$ cat config.mk
export PLATFORM = sky130hd
export DESIGN_NAME = rf_wb_arbiter
export DESIGN_NICKNAME = d
export VERILOG_FILES = /design/src/rtl/rf_wb_arbiter_pkg.sv /design/src/rtl/rf_wb_arbiter_rr_arb2.sv /design/src/rtl/rf_wb_arbiter.sv
export SDC_FILE = /design/constraint.sdc
export NUM_CORES = 1
export LEC_CHECK = 0
export CAP_MARGIN = 20
export CORE_MARGIN = 4
export CORE_UTILIZATION = 38
export DETAILED_ROUTE_END_ITERATION = 8
export PLACE_DENSITY_LB_ADDON = 0.12
export SYNTH_ARGS = -nofsm -noshare
export SYNTH_HDL_FRONTEND = slang
export SYNTH_SLANG_ARGS = --single-unit
$ cat constraint.sdc
create_clock -name clk -period 1.6 [get_ports clk]
set_clock_uncertainty 0.1 [all_clocks]
set_input_delay 0.32 -clock clk [delete_from_list [all_inputs] [get_ports clk]]
set_output_delay 0.32 -clock clk [all_outputs]
set_load 0.01 [all_outputs]
$ cat src/rtl/rf_wb_arbiter_pkg.sv
// Shared definitions for the register-file write-back path: widths,
// requester indices and the write-request record.
package rf_pkg;

   localparam int DATA_WIDTH = 32;
   localparam int ADDR_WIDTH = 5;
   localparam int ADDR_DEPTH = 32;

   // Requester index; also the bit position of each requester in grant vectors.
   typedef enum logic {
      REQ_ALU = 1'b0,
      REQ_LSU = 1'b1
   } req_idx_t;

   typedef struct packed {
      logic [ADDR_WIDTH-1:0] addr;
      logic [DATA_WIDTH-1:0] data;
   } wr_req_t;

endpackage

$ cat src/rtl/rf_wb_arbiter_rr_arb2.sv
// Two-input round-robin arbiter. Bit 0 is the ALU, bit 1 the LSU.
// The priority pointer only rotates after a contended grant, so a lone
// requester never disturbs fairness between the two.
module rr_arb2
   import rf_pkg::*;
(
   input  logic       clk,
   input  logic       rst,
   input  logic [1:0] valid,
   output logic [1:0] grant
);

   req_idx_t ptr;

   // One-hot grant: a single valid wins outright, contention goes to the pointer.
   always_comb begin
      grant = 2'b00;
      if (!rst) begin
         if (valid == 2'b11)
            grant = (ptr == REQ_ALU) ? 2'b01 : 2'b10;
         else
            grant = valid;
      end
   end

   // Hand priority to the loser after every contended grant.
   always_ff @(posedge clk) begin
      if (rst)
         ptr <= REQ_ALU;
      else if (valid == 2'b11)
         ptr <= (ptr == REQ_ALU) ? REQ_LSU : REQ_ALU;
   end

endmodule

$ cat src/rtl/rf_wb_arbiter.sv
// Write-back controller for the 32-entry register file: arbitrates the
// single write port between ALU and LSU and tracks pending writes so decode
// can stall on RAW hazards.
// Optional feature: define RF_WB_BYPASS_EN to expose byp_valid/byp_addr/
// byp_data, a copy of the registered write port for decode forwarding.
module rf_wb_arbiter
   import rf_pkg::*;
(
   input  logic                  clk,
   input  logic                  rst,
   input  logic                  alu_valid,
   input  logic [ADDR_WIDTH-1:0] alu_addr,
   input  logic [DATA_WIDTH-1:0] alu_data,
   output logic                  alu_ready,
   input  logic                  lsu_valid,
   input  logic [ADDR_WIDTH-1:0] lsu_addr,
   input  logic [DATA_WIDTH-1:0] lsu_data,
   output logic                  lsu_ready,
   input  logic                  iss_valid,
   input  logic [ADDR_WIDTH-1:0] iss_rd,
   output logic                  WE3,
   output logic [ADDR_WIDTH-1:0] A3,
   output logic [DATA_WIDTH-1:0] WD3,
   output logic [ADDR_DEPTH-1:0] sb_busy
`ifdef RF_WB_BYPASS_EN
   ,
   output logic                  byp_valid,
   output logic [ADDR_WIDTH-1:0] byp_addr,
   output logic [DATA_WIDTH-1:0] byp_data
`endif
);

   logic [1:0]            grant;
   logic                  vld_p0;
   wr_req_t               req_p0;
   logic [ADDR_DEPTH-1:0] sb_next;

   rr_arb2 u_arb (
      .clk   (clk),
      .rst   (rst),
      .valid ({lsu_valid, alu_valid}),
      .grant (grant)
   );

   assign alu_ready = grant[0];
   assign lsu_ready = grant[1];
   assign vld_p0    = |grant;

   // Select the granted request; grant is one-hot so LSU overrides the default.
   always_comb begin
      req_p0 = '{addr: alu_addr, data: alu_data};
      if (grant[1])
         req_p0 = '{addr: lsu_addr, data: lsu_data};
   end

   // ---- stage p0 -> p1: registered register-file write port ----
   // Writes to x0 are accepted but never enabled; address/data hold when idle.
   always_ff @(posedge clk) begin
      if (rst) begin
         WE3 <= 1'b0;
         A3  <= '0;
         WD3 <= '0;
      end else if (vld_p0) begin
         WE3 <= (req_p0.addr != '0);
         A3  <= req_p0.addr;
         WD3 <= req_p0.data;
      end else begin
         WE3 <= 1'b0;
      end
   end

   // Next scoreboard: retire the written register, then apply the issue so a
   // same-address issue (younger) wins; x0 is never pending.
   always_comb begin
      sb_next = sb_busy;
      if (vld_p0)
         sb_next[req_p0.addr] = 1'b0;
      if (iss_valid)
         sb_next[iss_rd] = 1'b1;
      sb_next[0] = 1'b0;
   end

   // Pending-write flags, cleared in step with WE3.
   always_ff @(posedge clk) begin
      if (rst)
         sb_busy <= '0;
      else
         sb_busy <= sb_next;
   end

`ifdef RF_WB_BYPASS_EN
   assign byp_valid = WE3;
   assign byp_addr  = A3;
   assign byp_data  = WD3;
`endif

endmodule

==> results.json <==
{
  "status": "completed",
  "hold_violations": 0,
  "synthDistinctLibCells": 38,
  "avgViaCountPerCell": 5.41,
  "syn2layout_area_growth_pct": 67.8,
  "cts_sinks": 70,
  "maxCapViolCount": 0,
  "critPathBufInv": 2,
  "path_delay_family": "simple AND/OR/NAND/NOR gates",
  "nNetsFinal": 700,
  "reg2reg_from": "u_arb.ptr",
  "grt_overflow": 0,
  "hold_path.class": "input port to flop",
  "crit_type": "input port to flop",
  "synth_xor_area_frac": 0.00257,
  "synth_warnings": 0,
  "vias": 3944,
  "drtIter0Drc": 193,
  "fp.dieH_um": 103,
  "crit_fanout": 6,
  "dp_cells": 711,
  "post_drt_wl_per_cell_um": 16.2,
  "power.leakage_nw": 2.44,
  "synthMuxAreaShare": 0,
  "drc": 0,
  "p_seq_frac": 0.398,
  "startpoint": "alu_valid",
  "min_period_over_period": 0.989,
  "hp-start": "rst",
  "insertion_delay_ns": 0.33,
  "rsz0062_at_grt": "true",
  "h-tree-depth": 3,
  "core_um2": 8720,
  "synth_cells": 435,
  "synth_top_family_by_area": "simple AND/OR/NAND/NOR gates",
  "yosys.area_share.adder": 0,
  "io_pins": 156,
  "syn-num-nets": 519,
  "track_usage": 0.213,
  "slowest_stage": "or4_4",
  "p_sw_frac": 0.251,
  "portBuffers": 154,
  "ir_drop_uv": 490,
  "numCtsBuffers": 9,
  "crit_chain": "dlygate4sd2_1 -> nor2b_2 -> buf_4 -> or4_4 -> a21oi_1 -> a211oi_1",
  "ys.flop_type": "dfxtp_1",
  "tightestPinTransition_ns": 0.514,
  "antenna_found_initial": 0,
  "fin_crit_ns": 1.58,
  "crit_path_start_kind": "input port",
  "clock_path_buffers": 2,
  "initial_utilization": 0.390,
  "die_w_um": 103,
  "synth_edf_count": 0,
  "gp_congestion": 0.828,
  "netlist_area_um2": 3400,
  "synth-seq-area-share": 0.412,
  "postPlaceCellArea_um2": 5360,
  "power.internal_mw": 3.52,
  "worstSetupEndpointType": "flop",
  "avgSynthCellArea_um2": 7.83,
  "worstPathArrival_ns": 1.70,
  "max_slew_margin": 0.658,
  "cts_tree": "done",
  "synth_compound_area_frac": 0.258,
  "path_clk_slew_ns": 0.07,
  "fin_area_um2": 5710,
  "required_ns": 1.72,
  "drive_above_1_share": 0.176,
  "hpwl_um": 8420,
  "grt_pass1_wl_um": 17900,
  "stdcell_count": 729,
  "setup_violations": 0,
  "rows": 34,
  "power_frac_comb": 0.203,
  "wirelength_um": 11800,
  "num_antenna_cells": 0,
  "p_sw_mw": 1.18,
  "root_buffer": "clkbuf_8",
  "drtAntennaViolNets": 0,
  "setup-tns-final_ns": 0,
  "synth_async_sr_flop_share": 0,
  "pwr-share-clk": 0.399,
  "first_global_vias": 3629,
  "drt_pass1_iterations": 5,
  "dp_slack_ns": -0.596,
  "fmaxAchievable_mhz": 632,
  "grt_max_degree": 41,
  "slew_viol_final": 0,
  "ys_ff_latch": 70,
  "dieArea_um2": 10500,
  "slowest_delay_ns": 0.52,
  "synthSimpleGateAreaFrac": 0.271,
  "power-per-cell-area_nw_per_um2": 822,
  "setup_ws_ns": 0.0174
}
-- state kept, by name, indices dropped and copies added, names as in the netlist --
| name | cells |
|---|---|
| A3 | 5 |
| WD3 | 32 |
| WE3 | 1 |
| sb_busy | 31 |
| u_arb.ptr | 1 |
-- power by group through the flow --
stage                     clock network [mW]  registers (mW)  logic, mW
after floorplan                            0            1.95      0.358
after global placement                     0            1.91      0.961
after detailed placement                   0            1.91      0.970
after CTS                               1.90            1.87      0.915
after global routing                    1.98            1.88       1.04
final                                   1.87            1.87      0.955
-- cell usage in the layout (no fill, tap or decap), types with 5 or more instances in the layout --
cell	count
a21oi_2	8
dfxtp_1	69
nand4b_1	5
buf_4	41
dlygate4sd2_1	71
buf_12	6
nor2_1	73
clkdlybuf4s50_1	74
clkbuf_8	9
nand2_1	94
a21oi_1	27
nand3b_1	5
a311oi_2	12
a211oi_1	15
dlymetal6s2s_1	5
a311oi_1	40
-- per-stage QoR --
stage          total power [mW]   util  hold slack, ns
6_report                   4.70  0.655           0.230
2_1_floorplan              2.31      -           0.379
5_1_grt                    4.90  0.655           0.240
3_5_place_dp               2.88  0.614           0.390
4_1_cts                    4.69  0.634           0.225
3_3_place_gp               2.87  0.614           0.382
-- cell usage after synthesis (all sizes together), types with 3 or more instances --
| cell | n | share of area |
|---|---|---|
| a211oi | 17 | 0.037 |
| a21oi | 36 | 0.060 |
| a311oi | 52 | 0.13 |
| buf | 22 | 0.037 |
| clkbuf | 13 | 0.014 |
| dfxtp | 70 | 0.41 |
| inv | 4 | 0.0044 |
| nand2 | 94 | 0.10 |
| nand3 | 4 | 0.0059 |
| nand3b | 5 | 0.011 |
| nand4 | 4 | 0.0073 |
| nand4b | 5 | 0.013 |
| nor2 | 75 | 0.083 |
| nor2b | 6 | 0.012 |
| nor3b | 4 | 0.013 |
| o2111ai | 3 | 0.0077 |
| o21ai | 4 | 0.0059 |
| o41ai | 3 | 0.0077 |
-- path summary, 6_finish.rpt --
kind,to,slack [ns],depth (start not counted)
setup / recovery,sb_busy[21],0.02,6
hold / removal,u_arb.ptr,0.23,3
setup reg to reg,sb_busy[26],0.04,5
hold reg to reg,WD3[29],0.40,2
-- layout make-up --
cell class	count	area (um^2)
timing repair buffer	205	1930
tap	108	135
inverter	4	15.0
clock buffer	10	128
clock inverter	6	134
sequential	70	1400
fill	767	3010
multi-input combinational	326	1970
-- layer usage --
layer | GRT usage | vias up | wire length, um
met2 | 0.333 | 149 | 5640
met3 | 0.0447 | 16 | 990
met4 | 0.0777 | 0 | 182
met5 | 0 | - | 0
li1 | - | 1935 | -
met1 | 0.289 | 1844 | 4970
-- what timing repair did --
item / 4_1_cts / 5_1_grt
cloned: 0 / 1
pin swaps: 4 / 13
resized for setup: 79 / 37
hold endpoints to repair: 0 / 0
hold buffers: 0 / 0
buffers inserted: 1 / 1
endpoints found under the setup margin: 140 / 70
-- cell families (layout without fill, tap and decap cells) --
group,count (synthesis),in the layout
xor gates and xnor gates,1,1
DFF,70,70
AOI/OAI and AO/OA,117,117
other,1,1
buffers and inverters,39,225
and+or+nand+nor,207,207
-- worst min-delay path: cells and delay by family --
| kind | cells | cell delay [ns] |
|---|---|---|
| buf+inv | 2 | 0.26 |
| simple gates | 1 | 0.04 |
No activity file was read; power rests on OpenSTA's default activity.
